`src/rtl/encoder_qdec_if.sv`:
```
// Contact inputs and step/phase outputs of the quadrature decoder.
// The slave side is the decoder; the master side drives the encoder contacts.
interface encoder_qdec_if;
    logic       i_a;
    logic       i_b;
    logic       i_en;
    logic       o_plus;
    logic       o_minus;
    logic       o_err;
    logic [1:0] o_phase;

    modport master (output i_a, i_b, i_en, input o_plus, o_minus, o_err, o_phase);
    modport slave  (input i_a, i_b, i_en, output o_plus, o_minus, o_err, o_phase);
endinterface

```
`src/rtl/encoder_qdec.sv`:
```
// Quadrature encoder decoder: 2-flop sync, optional debounce, Gray decode, detent accumulator.
// Define ENCODER_QDEC_DEBOUNCE_EN to add the per-contact stability counters.
module encoder_qdec #(
    parameter int unsigned STEPS_PER_DETENT = 4,
    parameter int unsigned DEBOUNCE_CYCLES  = 16
) (
    input  logic          i_clk,
    input  logic          i_rst,
    encoder_qdec_if.slave bus
);
    typedef enum logic {ST_INIT, ST_RUN} state_t;

    localparam logic signed [3:0] STEP_P = 4'(STEPS_PER_DETENT);
    localparam logic signed [3:0] STEP_N = -STEP_P;

    if (!(STEPS_PER_DETENT == 1 || STEPS_PER_DETENT == 2 || STEPS_PER_DETENT == 4)) begin : g_bad_steps
        $error("STEPS_PER_DETENT must be 1, 2 or 4");
    end
    if (DEBOUNCE_CYCLES < 1 || DEBOUNCE_CYCLES > 65535) begin : g_bad_debounce
        $error("DEBOUNCE_CYCLES must be in 1..65535");
    end

    logic       a_m_q, b_m_q, a_s_q, b_s_q;
    logic [1:0] vcnt_q;
    logic       a_f, b_f, f_valid;

    always_ff @(posedge i_clk or negedge i_rst) begin
        if (!i_rst) begin
            a_m_q  <= 1'b0;
            b_m_q  <= 1'b0;
            a_s_q  <= 1'b0;
            b_s_q  <= 1'b0;
            vcnt_q <= '0;
        end else begin
            a_m_q <= bus.i_a;
            b_m_q <= bus.i_b;
            a_s_q <= a_m_q;
            b_s_q <= b_m_q;
            if (vcnt_q != 2'd2) vcnt_q <= vcnt_q + 2'd1;
        end
    end

`ifdef ENCODER_QDEC_DEBOUNCE_EN
    logic [15:0] a_cnt_q, b_cnt_q;
    logic        a_f_q, b_f_q, seeded_q;

    always_ff @(posedge i_clk or negedge i_rst) begin
        if (!i_rst) begin
            a_cnt_q  <= '0;
            b_cnt_q  <= '0;
            a_f_q    <= 1'b0;
            b_f_q    <= 1'b0;
            seeded_q <= 1'b0;
        end else if (!seeded_q) begin
            // Seed from the first synchronised sample so no spurious change is seen.
            if (vcnt_q == 2'd2) begin
                a_f_q    <= a_s_q;
                b_f_q    <= b_s_q;
                seeded_q <= 1'b1;
            end
        end else begin
            if (a_s_q == a_f_q) begin
                a_cnt_q <= '0;
            end else if (a_cnt_q == 16'(DEBOUNCE_CYCLES - 1)) begin
                a_f_q   <= a_s_q;
                a_cnt_q <= '0;
            end else begin
                a_cnt_q <= a_cnt_q + 16'd1;
            end
            if (b_s_q == b_f_q) begin
                b_cnt_q <= '0;
            end else if (b_cnt_q == 16'(DEBOUNCE_CYCLES - 1)) begin
                b_f_q   <= b_s_q;
                b_cnt_q <= '0;
            end else begin
                b_cnt_q <= b_cnt_q + 16'd1;
            end
        end
    end

    assign a_f     = a_f_q;
    assign b_f     = b_f_q;
    assign f_valid = seeded_q;
`else
    assign a_f     = a_s_q;
    assign b_f     = b_s_q;
    assign f_valid = (vcnt_q == 2'd2);
`endif

    function automatic logic [1:0] gray_pos(input logic [1:0] g);
        case (g)
            2'b00:   gray_pos = 2'd0;
            2'b01:   gray_pos = 2'd1;
            2'b11:   gray_pos = 2'd2;
            default: gray_pos = 2'd3;
        endcase
    endfunction

    state_t             state_q, state_d;
    logic [1:0]         phase_q, phase_d, new_ph, pos_dif;
    logic signed [3:0]  acc_q, acc_d, delta, sum;
    logic               plus_q, plus_d, minus_q, minus_d, err_q, err_d;

    always_comb begin
        new_ph  = {a_f, b_f};
        // Position difference mod 4: 1 = clockwise, 3 = reverse, 2 = skipped phase.
        pos_dif = gray_pos(new_ph) - gray_pos(phase_q);
        delta   = (pos_dif == 2'd1) ? 4'sd1 : ((pos_dif == 2'd3) ? -4'sd1 : 4'sd0);
        sum     = acc_q + delta;
        state_d = state_q;
        phase_d = phase_q;
        acc_d   = acc_q;
        plus_d  = 1'b0;
        minus_d = 1'b0;
        err_d   = 1'b0;
        case (state_q)
            ST_INIT: begin
                if (f_valid) begin
                    phase_d = new_ph;
                    state_d = ST_RUN;
                end
            end
            ST_RUN: begin
                phase_d = new_ph;
                if (pos_dif == 2'd2) begin
                    err_d = 1'b1;
                    acc_d = '0;
                end else if (!bus.i_en) begin
                    acc_d = '0;
                end else if (sum == STEP_P) begin
                    plus_d = 1'b1;
                    acc_d  = '0;
                end else if (sum == STEP_N) begin
                    minus_d = 1'b1;
                    acc_d   = '0;
                end else begin
                    acc_d = sum;
                end
            end
        endcase
    end

    always_ff @(posedge i_clk or negedge i_rst) begin
        if (!i_rst) begin
            state_q <= ST_INIT;
            phase_q <= '0;
            acc_q   <= '0;
            plus_q  <= 1'b0;
            minus_q <= 1'b0;
            err_q   <= 1'b0;
        end else begin
            state_q <= state_d;
            phase_q <= phase_d;
            acc_q   <= acc_d;
            plus_q  <= plus_d;
            minus_q <= minus_d;
            err_q   <= err_d;
        end
    end

    assign bus.o_plus  = plus_q;
    assign bus.o_minus = minus_q;
    assign bus.o_err   = err_q;
    assign bus.o_phase = phase_q;
endmodule

```
`src/flat_wrapper.sv`:
```
// flat-port wrapper written by rule: the top's interface ports become plain ports
module encoder_qdec_flat 
#(
    parameter int unsigned STEPS_PER_DETENT = 4,
    parameter int unsigned DEBOUNCE_CYCLES  = 16
)
  (i_clk, i_rst, bus_i_a, bus_i_b, bus_i_en, bus_o_plus, bus_o_minus, bus_o_err, bus_o_phase);
  encoder_qdec_if bus_i ();
  input  logic i_clk;
  input  logic i_rst;
  input wire logic [$bits(bus_i.i_a)-1:0] bus_i_a;
  input wire logic [$bits(bus_i.i_b)-1:0] bus_i_b;
  input wire logic [$bits(bus_i.i_en)-1:0] bus_i_en;
  output wire logic [$bits(bus_i.o_plus)-1:0] bus_o_plus;
  output wire logic [$bits(bus_i.o_minus)-1:0] bus_o_minus;
  output wire logic [$bits(bus_i.o_err)-1:0] bus_o_err;
  output wire logic [$bits(bus_i.o_phase)-1:0] bus_o_phase;
  assign bus_i.i_a = bus_i_a;
  assign bus_i.i_b = bus_i_b;
  assign bus_i.i_en = bus_i_en;
  assign bus_o_plus = bus_i.o_plus;
  assign bus_o_minus = bus_i.o_minus;
  assign bus_o_err = bus_i.o_err;
  assign bus_o_phase = bus_i.o_phase;
  encoder_qdec #(.STEPS_PER_DETENT(STEPS_PER_DETENT), .DEBOUNCE_CYCLES(DEBOUNCE_CYCLES)) u_core (.i_clk(i_clk), .i_rst(i_rst), .bus(bus_i));
endmodule
```
`config.mk`:
```
export PLATFORM = sky130hd
export DESIGN_NAME = encoder_qdec_flat
export DESIGN_NICKNAME = d
export VERILOG_FILES = /design/src/rtl/encoder_qdec_if.sv /design/src/rtl/encoder_qdec.sv /design/src/flat_wrapper.sv
export SDC_FILE = /design/constraint.sdc
export NUM_CORES = 1
export LEC_CHECK = 0
export CAP_MARGIN = 20
export CORE_UTILIZATION = 48
export DETAILED_ROUTE_END_ITERATION = 16
export MAX_ROUTING_LAYER = met4
export PLACE_DENSITY_LB_ADDON = 0.05
export SLEW_MARGIN = 10
export SYNTH_ARGS = -nofsm -noshare
export SYNTH_HDL_FRONTEND = slang
export SYNTH_SLANG_ARGS = --single-unit
```
`constraint.sdc`:
```
create_clock -name i_clk -period 2.6 [get_ports i_clk]
set_input_delay 0.52 -clock i_clk [delete_from_list [all_inputs] [get_ports i_clk]]
set_output_delay 0.52 -clock i_clk [all_outputs]
set_load 0.005 [all_outputs]
```
After elaboration in Yosys (flattened, before gate mapping)
Cells that the tools add are included.
Word-level totals
  register bits: 16
  input port bits: 5
  output and inout bits: 5
Operators by class
  add/subtract/negate cells: 3
  equality and inequality tests: 12
  multiplexer cells: 23
  bitwise gates (word level): 1
  reductions and logical operators: 2
Operators with widths (count)
  $mux 4: 6
  $mux 1: 13
  $pmux 2 s3: 2
  $eq 2x2->1 const B: 5
  $eq 2x1->1 const B: 3
  $add 4x4->4: 1
  $eq 4x3->1 const B: 1
  $eq 4x4->1 const B: 1
  $logic_not 2->1: 2
  $pmux 2 s2: 1
  $add 2x1->2 const B: 1
  $mux 2: 1
  $ne 2x1->1 const B: 1
  $ne 2x2->1 const B: 1
  $sub 2x2->2: 1
  $not 1->1: 1

Logic depth before layout (Yosys ltp)
Gate-level depths: netlist (run 1).
  depth in word-level cells: 13
  depth in mapped cells: 12
  depth with buffers taken out: 12

Worst setup path before layout (run 1)
Ideal clock, no wire load.
  kind: register to register
  start: register u_core.phase_q[0], in the netlist u_core.bus.o_phase[0]
  end: register u_core.minus_q, in the netlist u_core.bus.o_minus
  arrival time: 2811 ps
  data required time: 2504 ps
  slack: -306 ps
  cell stages (with the launch flop): 13
  path through: dfrtp_1 > inv_1 > ha_1 > inv_1 > ha_1 > xor3_2 > and2_2 > ha_1 > a31oi_1 > and2_1 > o2bb2ai_1 > nand2_2 > nor4_2
Between the ends
  longest elaborated chain between the ends: 13
RTL lines
  from (decl): RTL line encoder_qdec.sv:100  | logic [1:0] phase_q, phase_d, new_ph, pos_dif;
  from (signal assigned): RTL line encoder_qdec.sv:153  | phase_q <= phase_d;
  $eq 2x2->1 (tied with other cells): RTL line encoder_qdec.sv:91  | case (g)
  $pmux 2 s3 (*): RTL line encoder_qdec.sv:91
  $sub 2x2->2 (*): RTL line encoder_qdec.sv:107  | pos_dif = gray_pos(new_ph) - gray_pos(phase_q);
  $eq 2x2->1: RTL line encoder_qdec.sv:108  | delta = (pos_dif == 2'd1) ? 4'sd1 : ((pos_dif == 2'd3) ? -4'sd1 : 4'sd0);
  $mux 4 (2 in series): RTL line encoder_qdec.sv:108
  $add 4x4->4: RTL line encoder_qdec.sv:109  | sum = acc_q + delta;
  $eq 4x3->1: RTL line encoder_qdec.sv:133  | end else if (sum == STEP_N) begin
  $mux 1: RTL line encoder_qdec.sv:133
  $mux 1: RTL line encoder_qdec.sv:130  | end else if (sum == STEP_P) begin
  $mux 1: RTL line encoder_qdec.sv:128  | end else if (!bus.i_en) begin
  $mux 1 (*): RTL line encoder_qdec.sv:125  | if (pos_dif == 2'd2) begin
  $mux 1 (*): RTL line encoder_qdec.sv:116  | case (state_q)
  named net u_core.minus_d: RTL line encoder_qdec.sv:102  | logic plus_q, plus_d, minus_q, minus_d, err_q, err_d;
  to (signal assigned): RTL line encoder_qdec.sv:156  | minus_q <= minus_d;
  to (decl): RTL line encoder_qdec.sv:102
Mark *: on every way through the listed nets, which the timed path passes. The rest lies on a longest branch.
A chain may end at the register's enable or synchronous reset.

Worst setup path in the final report (run 1)
  start: register u_core.phase_q[1], in the netlist u_core.bus.o_phase[1]
  end: register u_core.plus_q, in the netlist u_core.bus.o_plus
Between the ends
  longest elaborated chain between the ends: 12
RTL lines
  $eq 2x2->1 (tied with other cells): RTL line encoder_qdec.sv:91
  $pmux 2 s3 (*): RTL line encoder_qdec.sv:91
  $sub 2x2->2 (*): RTL line encoder_qdec.sv:107
  $eq 2x2->1: RTL line encoder_qdec.sv:108
  $mux 4 (2 in series): RTL line encoder_qdec.sv:108
  $add 4x4->4: RTL line encoder_qdec.sv:109
  $eq 4x4->1: RTL line encoder_qdec.sv:130
  $mux 1: RTL line encoder_qdec.sv:130
  $mux 1: RTL line encoder_qdec.sv:128
  $mux 1 (*): RTL line encoder_qdec.sv:125
  $mux 1 (*): RTL line encoder_qdec.sv:116
  named net u_core.plus_d: RTL line encoder_qdec.sv:102
  to (signal assigned): RTL line encoder_qdec.sv:155  | plus_q <= plus_d;
  to (decl): RTL line encoder_qdec.sv:102
Marks and branches as above.

==> flow_summary.ini, run 1 <==
[timing]
final-setup-viol-count = 0
final-hold-violation-count = 0
fmax_mhz = 394
slew_violations = 0
slew_headroom_pct = 53.2
timing.setup.tns_ns = 0
post-route-period-util_pct = 97.5
rsz0062_at_grt = yes
skew_ns = 0.000843
post-route-min-period_ns = 2.54
tightest_slew_ns = 0.699

[critical_path]
worst-r2r-cell-count = 10
critPathSlowestCell = xor3_2
startpoint_type = flop
path_cells = ha_1 > nor2_4 > xor3_2 > and2_4 > ha_4 > a31oi_1 > and2_1 > o2bb2ai_2 > buf_4 > a2111oi_4
worst_setup_path_end_kind = flop
crit_type = reg2reg
cp_data_required_time_ns = 2.78
crit_path_max_fanout = 3
arrival_ns = 2.72
cpPeakStageDelay_ns = 0.44

[floorplanning]
coreArea_um2 = 1760
ios = 10
row_count = 15
initial_utilization_pct = 52.1
die_h_um = 45.8
die_w_um = 45.8
dieArea_um2 = 2090

[run_status]
outcome = complete, no violations

[global_routing]
grt_pass1_wl_um = 2620
grt_max_degree = 17
antenna_found_initial = 0
grt_overflow = 0
grt_pass1_vias = 629
grtUsageTotal_pct = 19.4

[drt]
finalWirelength_um = 1660
ant_nets = 0
firstDrtPassIters = 2
avgViaCountPerCell = 4.96
wl_per_cell_um = 13.1
drt_iter0_markers = 10
via_count = 630
route.detailed.drc = 0

[logic_synthesis]
ys.flop_type = dfrtp_1
synth_top_area_cell = dfrtp_1
synth_edf_count = 0
synth_seq_cells = 16
postSynthCellCount = 80
syn_area_um2 = 920
yosysWarnings = 0
syn-num-nets = 94
synth_common_cells = dfrtp_1 (16), inv_1 (14), ha_1 (9), nor2_1 (5), nand2_1 (4)
synth.avg_cell_area_um2 = 11.5
yosys.area.top_type_share_pct = 43.5
synth-async-reset-ratio_pct = 100
yosysSeqAreaShare_pct = 43.5
yosysMostFrequentCell = dfrtp_1
synth_cell_types = 32
synth.area.top_cells = dfrtp_1 (44%), ha_1 (12%), inv_1 (5.7%)

[cts]
htreeDepth = 1
cts.sinks = 16
cts_tree = done
cts.reportedPaths.clkPinSlew_ns = 0.09
clk_latency_ns = 0.28
clockRootBuffer = clkbuf_4
clk_path_buf_depth = 2
hold_buffers = 0
cts_made_buffers = 3

[cells_and_area]
antenna_cells = 0
instances_no_fill = 127
largest_reg_flops = 4
fill_cells = 153
fin_nets = 117
max_flop_register = u_core.acc_q
area_delta_synth_final_pct = 32.5
drive_gt1_share_pct = 36.3
design_area_um2 = 1220

[pwr]
power_density_nw_per_um2 = 717
power.total_w = 0.000874
leakage_nw = 0.528
peakVddDrop_mv = 0.431

[place]
port_buffers = 9
dpl_cell_area_um2 = 1110
dp.cells = 120
dp.final_hpwl_um = 1240
gp_congestion = 0.834

[run]
maxCapViolCount = 0

[min_path]
hold_class = reg2reg
hold_depth = 0
[where the power goes]
| part | switching [W] | total, W | internal, W |
|---|---|---|---|
| Clock | 0.0000748 | 0.000160 | 0.0000852 |
| Combinational | 0.000208 | 0.000410 | 0.000202 |
| Sequential | 0.0000274 | 0.000304 | 0.000277 |
[final timing paths]
kind | start | endpoint | slack, ns
worst max register to register | u_core.bus.o_phase[1] | u_core.bus.o_plus | 0.06
max in group asynchronous | i_rst | u_core.bus.o_phase[0] | 1.51
min in group asynchronous | i_rst | u_core.a_f | 0.65
worst min register to register | u_core.a_m_q | u_core.a_f | 0.36
worst max-delay path | u_core.bus.o_phase[1] | u_core.bus.o_plus | 0.06
worst min-delay path | u_core.a_m_q | u_core.a_f | 0.36
[critical path, delay by kind of cell (launching register included)]
family | cells | cell delay [ns]
flops | 1 | 0.42
buf+inv | 1 | 0.14
xor+xnor | 1 | 0.44
simple gates | 3 | 0.42
compound gates | 3 | 0.55
fa+ha+maj | 2 | 0.46
[cells in the final DEF (no fill, tap or decap), types with 2 or more instances in the layout]
cell / netlist / final
clkdlybuf4s50_1: 0 / 9
o32ai_2: 2 / 2
nor2_1: 5 / 4
clkbuf_4: 0 / 3
dfrtp_1: 16 / 16
ha_1: 9 / 5
ha_2: 0 / 2
inv_1: 14 / 13
buf_4: 0 / 9
ha_4: 0 / 2
nor3_1: 2 / 2
o21ai_0: 2 / 2
o2bb2ai_1: 3 / 2
nand2_1: 4 / 4
[area by class of cell]
type	count	area [µm²]	share of cell area (%)
Tap cell	25	31.3	2.57
Clock buffer	4	36.3	2.98
Inverter	14	52.6	4.31
Timing Repair Buffer	18	158	12.9
Multi-Input combinational cell	50	541	44.4
Sequential cell	16	400	32.9
[kinds of logic after synthesis]
family | Yosys count | synth area share, %
AO/OA/AOI/OAI | 16 | 18.1
XOR/XNOR | 3 | 4.63
adder cells (fa/ha/maj) | 9 | 12.2
buffers and inverters | 14 | 5.71
flip-flops | 16 | 43.5
multiplexers | 1 | 1.22
AND/OR/NAND/NOR | 21 | 14.6
[layer usage]
| layer | vias up | GRT usage (%) | routed length [µm] |
|---|---|---|---|
| li1 | 320 | - | - |
| met1 | 298 | 23.5 | 779 |
| met2 | 8 | 31.4 | 819 |
| met3 | 4 | 1.19 | 27 |
| met4 | 0 | 12.4 | 34 |
| met5 | - | - | 0 |
[repair_timing]
action / CTS / global route
gates resized for setup: 2 / 9
endpoints found under the setup margin: 2 / 4
pin swaps: 2 / 4
buffers inserted: 2 / 1
[per-stage QoR]
stage                     hold slack (ns)  setup slack, ns  utilization [%]
after floorplan                     0.224          0.00553                -
after global placement              0.332           0.0334             62.8
after detailed placement            0.337          -0.0207             62.8
after CTS                           0.359         0.000123             66.8
after global routing                0.363          -0.0603             69.1
final                               0.355           0.0642             69.1
Power figures use the tool's default switching activity.
==> run 2, diff against run 1 <==
CORE_UTILIZATION = 54   (was 48)
clock period = 2.8 ns   (was 2.6 ns; I/O delays follow)
==> flow_summary.ini, run 2 (synthesis gave the netlist of run 1 again) <==
[critical_path]
cp_data_required_time_ns = 2.99
crit_path_max_fanout = 4
worst_setup_path_end_kind = flop
worst-r2r-cell-count = 11
r2r-start = u_core.bus.o_phase[0]
path_depth = 11
cp_num_buf_inv = 1
r2r_setup_slack_ns = 0.14
crit_start = u_core.bus.o_phase[0]
startpoint_type = flop
path_cells = inv_1 > ha_1 > nor2_2 > xor3_2 > and2_4 > ha_4 > o21ai_1 > and3_1 > o211ai_2 > nand2_2 > o32ai_2
critPathSlowestCell = xor3_2
cpPeakStageDelay_ns = 0.44
endpoint = u_core.acc_q[3]
crit_family = simple AND/OR/NAND/NOR gates
crit_type = reg2reg
arrival_ns = 2.86
r2r_end = u_core.acc_q[3]

[pwr]
leakage_nw = 0.481
power_density_nw_per_um2 = 653
peakVddDrop_mv = 0.407

[floorplanning]
die_w_um = 43.3
coreArea_um2 = 1540
die_h_um = 43.3
ios = 10
row_count = 14
dieArea_um2 = 1870
initial_utilization_pct = 59.7

[drt]
firstDrtPassIters = 2
ant_nets = 0
via_count = 602
route.detailed.drc = 0
avgViaCountPerCell = 5.52
drt_iter0_markers = 4
finalWirelength_um = 1570
wl_per_cell_um = 14.4

[timing]
post-route-min-period_ns = 2.66
slew_violations = 0
fmax_mhz = 376
final-setup-viol-count = 0
skew_ns = 0.00368
post-route-period-util_pct = 95.1
rsz0062_at_grt = no
final-hold-violation-count = 0
tightest_slew_ns = 0.686
fin_ws_ns = 0.137
slew_headroom_pct = 54.1

[cells_and_area]
max_flop_register = u_core.acc_q
instances_no_fill = 109
fin_nets = 109
area_delta_synth_final_pct = 20.5
drive_gt1_share_pct = 26.9
final_common_cell = dfrtp_1
largest_reg_flops = 4
final_cell_mix = dfrtp_1 (16), inv_1 (14), clkdlybuf4s50_1 (9)
antenna_cells = 0
final_util_pct = 71.9

[run]
maxCapViolCount = 0

[global_routing]
grtUsageTotal_pct = 22.6
grt_pass1_wl_um = 2850
grt_max_degree = 17
grt_overflow = 0
antenna_found_initial = 0
grt_pass1_vias = 660

[min_path]
hold_depth = 0
hold_class = reg2reg

[place]
dp.cells = 106
gp_congestion = 0.787
dp_slack_ns = -0.00670
port_buffers = 9
dp.final_hpwl_um = 1250

[run_status]
outcome = complete, no violations

[cts]
clk_path_buf_depth = 2
cts.reportedPaths.clkPinSlew_ns = 0.08
cts_made_buffers = 3
htreeDepth = 1
cts_tree = done
clk_latency_ns = 0.28
clockRootBuffer = clkbuf_4
cts_setup_buffers = 0
cts.sinks = 16
## run 2: metal layers
metal / GRT usage, % / vias to the layer above / part of all wire (%)
met5: - / - / 0
met4: 17.0 / 0 / 2.9
met3: 4.26 / 5 / 2.2
met2: 33.4 / 8 / 47
met1: 27.2 / 281 / 47
li1: - / 308 / -
## run 2: metrics by stage
step / setup TNS [ns] / hold WS (ns) / instance area [µm²] / total power [W]
after floorplan: 0 / 0.264 / 926 / 0.000501
after global placement: 0 / 0.333 / 1040 / 0.000569
after detailed placement: -0.00670 / 0.337 / 1040 / 0.000577
after CTS: 0 / 0.357 / 1080 / 0.000707
after global routing: 0 / 0.366 / 1110 / 0.000777
final: 0 / 0.353 / 1110 / 0.000724
## run 2: what timing repair did
item,CTS,global route
setup endpoints to repair,2,4
gates resized for setup,1,7
hold buffers,0,0
pin swaps,1,4
## run 2: how the worst min path moves through the flow
stage            startpoint         end  slack [ns]
2_1_floorplan         i_rst  u_core.a_f        0.26
3_3_place_gp   u_core.b_m_q  u_core.b_f        0.33
3_5_place_dp   u_core.a_m_q  u_core.a_f        0.34
4_1_cts        u_core.a_m_q  u_core.a_f        0.36
5_1_grt        u_core.a_m_q  u_core.a_f        0.37
6_report       u_core.a_m_q  u_core.a_f        0.35
## run 2: area by class of cell
| class | count | area, µm² |
|---|---|---|
| multi-input combinational | 50 | 515 |
| fill | 115 | 433 |
| sequential | 16 | 400 |
| timing repair buffer | 10 | 97.6 |
| inverter | 14 | 52.6 |
| clock buffer | 3 | 22.5 |
| tap | 16 | 20.0 |
## run 2: power breakdown
part           total, W  internal [W]  switching [W]
logic          0.000329      0.000149       0.000180
clock network  0.000114     0.0000499      0.0000645
registers      0.000280      0.000257      0.0000231
total          0.000724      0.000457       0.000267
==> run 3, diff against run 2 <==
CORE_ASPECT_RATIO = 0.9   (was unset)
HOLD_SLACK_MARGIN = 0.06   (was unset)
==> flow_summary.ini, run 3 (synthesis gave the netlist of run 1 again) <==
[cells_and_area]
design_area_um2 = 1180
antenna_cells = 0
final_common_cell = dfrtp_1
max_flop_register = u_core.acc_q
drive_gt1_share_pct = 32.7
fin_nets = 113
final_cell_mix = dfrtp_1 (16), inv_1 (14), clkdlybuf4s50_1 (9)
largest_reg_flops = 4
fill_cells = 99
area_delta_synth_final_pct = 28.0

[floorplanning]
initial_utilization_pct = 60.8
coreArea_um2 = 1510
ios = 10
die_h_um = 41.2
row_count = 13
dieArea_um2 = 1870
die_w_um = 45.5

[timing]
slew_headroom_pct = 55.9
whs_ns = 0.355
fmax_mhz = 375
rsz0062_at_grt = no
post-route-min-period_ns = 2.66
skew_ns = 0.00228
final-hold-violation-count = 0
post-route-period-util_pct = 95.1
final-setup-viol-count = 0
tightest_slew_ns = 0.660
slew_violations = 0

[place]
dpl_cell_area_um2 = 1060
port_buffers = 9
dp.final_hpwl_um = 1260
gp_congestion = 0.828

[cts]
clockRootBuffer = clkbuf_4
clk_latency_ns = 0.28
clk_path_buf_depth = 2
cts.sinks = 16
cts_made_buffers = 3
cts_tree = done
htreeDepth = 1
cts.reportedPaths.clkPinSlew_ns = 0.09
hold_buffers = 0

[global_routing]
grt_pass1_wl_um = 2660
grt_overflow = 0
antenna_found_initial = 0
grt_pass1_vias = 604
grtUsageTotal_pct = 22.2
grt_max_degree = 17

[critical_path]
path_cells = inv_1 > ha_1 > nor2_2 > xor3_2 > and2_2 > xor2_1 > ha_2 > inv_1 > a31oi_2 > or2_4 > a2111oi_4
cpPeakStageDelay_ns = 0.44
cp_data_required_time_ns = 2.98
startpoint_type = flop
crit_path_max_fanout = 3
critPathSlowestCell = xor3_2
arrival_ns = 2.84
worst_setup_path_end_kind = flop
crit_top_cell = inv_1
crit_type = reg2reg

[pwr]
power_density_nw_per_um2 = 678
leakage_nw = 0.513
switching_share_pct = 36.3
internal_power_w = 0.000509
comb_power_share_pct = 46.1
clock_power_share_pct = 18.5
switching_power_w = 0.000289
peakVddDrop_mv = 0.539
p_seq_share_pct = 35.4

[drt]
route.detailed.drc = 0
avgViaCountPerCell = 5.24
finalWirelength_um = 1660
via_count = 629
ant_nets = 0
drt_iter0_markers = 15
wl_per_cell_um = 13.8
firstDrtPassIters = 4

[min_path]
hold_class = reg2reg

[run_status]
outcome = complete, no violations

[run]
maxCapViolCount = 0
## run 3: layer usage
metal	part of all wire [%]	up-vias	GRT usage, %
met5	0	-	-
met4	0.72	0	8.33
met3	1.7	2	3.96
met2	49	6	36.8
met1	49	306	27.4
li1	-	315	-
## run 3: worst paths after layout
| check | startpoint | end | slack (ns) | depth (start not counted) |
|---|---|---|---|---|
| worst max-delay path | u_core.bus.o_phase[0] | u_core.bus.o_plus | 0.14 | 11 |
| worst min-delay path | u_core.a_m_q | u_core.a_f | 0.35 | 0 |
| worst max register to register | u_core.bus.o_phase[0] | u_core.bus.o_plus | 0.14 | 11 |
| worst min register to register | u_core.a_m_q | u_core.a_f | 0.35 | 0 |
| max in group asynchronous | i_rst | u_core.vcnt_q[1] | 1.70 | 1 |
| min in group asynchronous | i_rst | u_core.acc_q[0] | 0.68 | 1 |
## run 3: final cells by class
class	instances	area (µm²)	area share, %
tap	22	27.5	2.34
timing repair buffer	14	128	10.8
inverter	14	52.6	4.46
sequential	16	400	34.0
clock buffer	4	36.3	3.08
multi-input combinational	50	533	45.3
## run 3: power by group through the flow
stage / registers [W] / logic (W) / clock network [W]
3_5_place_dp: 0.000282 / 0.000305 / 0
5_1_grt: 0.000286 / 0.000397 / 0.000158
2_1_floorplan: 0.000277 / 0.000224 / 0
3_3_place_gp: 0.000282 / 0.000294 / 0
6_report: 0.000283 / 0.000368 / 0.000147
4_1_cts: 0.000277 / 0.000322 / 0.000149
## run 3: what timing repair did
| item | CTS | global route |
|---|---|---|
| buffers inserted | 2 | 1 |
| resized for setup | 1 | 9 |
| setup endpoints to repair | 1 | 3 |
| pin swaps | 2 | 5 |
## run 3: metrics by stage
| stage | worst slack (ns) | TNS, ns | utilization, % | cells | total power (W) |
|---|---|---|---|---|---|
| after global routing | 0.00997 | 0 | 77.8 | 120 | 0.000842 |
| after global placement | 0.107 | 0 | 70.0 | 113 | 0.000576 |
| after floorplan | 0.0923 | 0 | - | 80 | 0.000501 |
| after detailed placement | -0.0470 | -0.0470 | 70.0 | 113 | 0.000587 |
| after CTS | 0.0160 | 0 | 74.2 | 119 | 0.000749 |
| final | 0.136 | 0 | 77.8 | 120 | 0.000798 |
## run 3: worst max-delay path: cells and delay by family, from the launching register on
family / cells / cell delay (ns)
simple gates: 3 / 0.65
xor+xnor: 2 / 0.59
fa+ha+maj: 2 / 0.43
flops: 1 / 0.39
compound gates: 2 / 0.38
buf+inv: 2 / 0.12
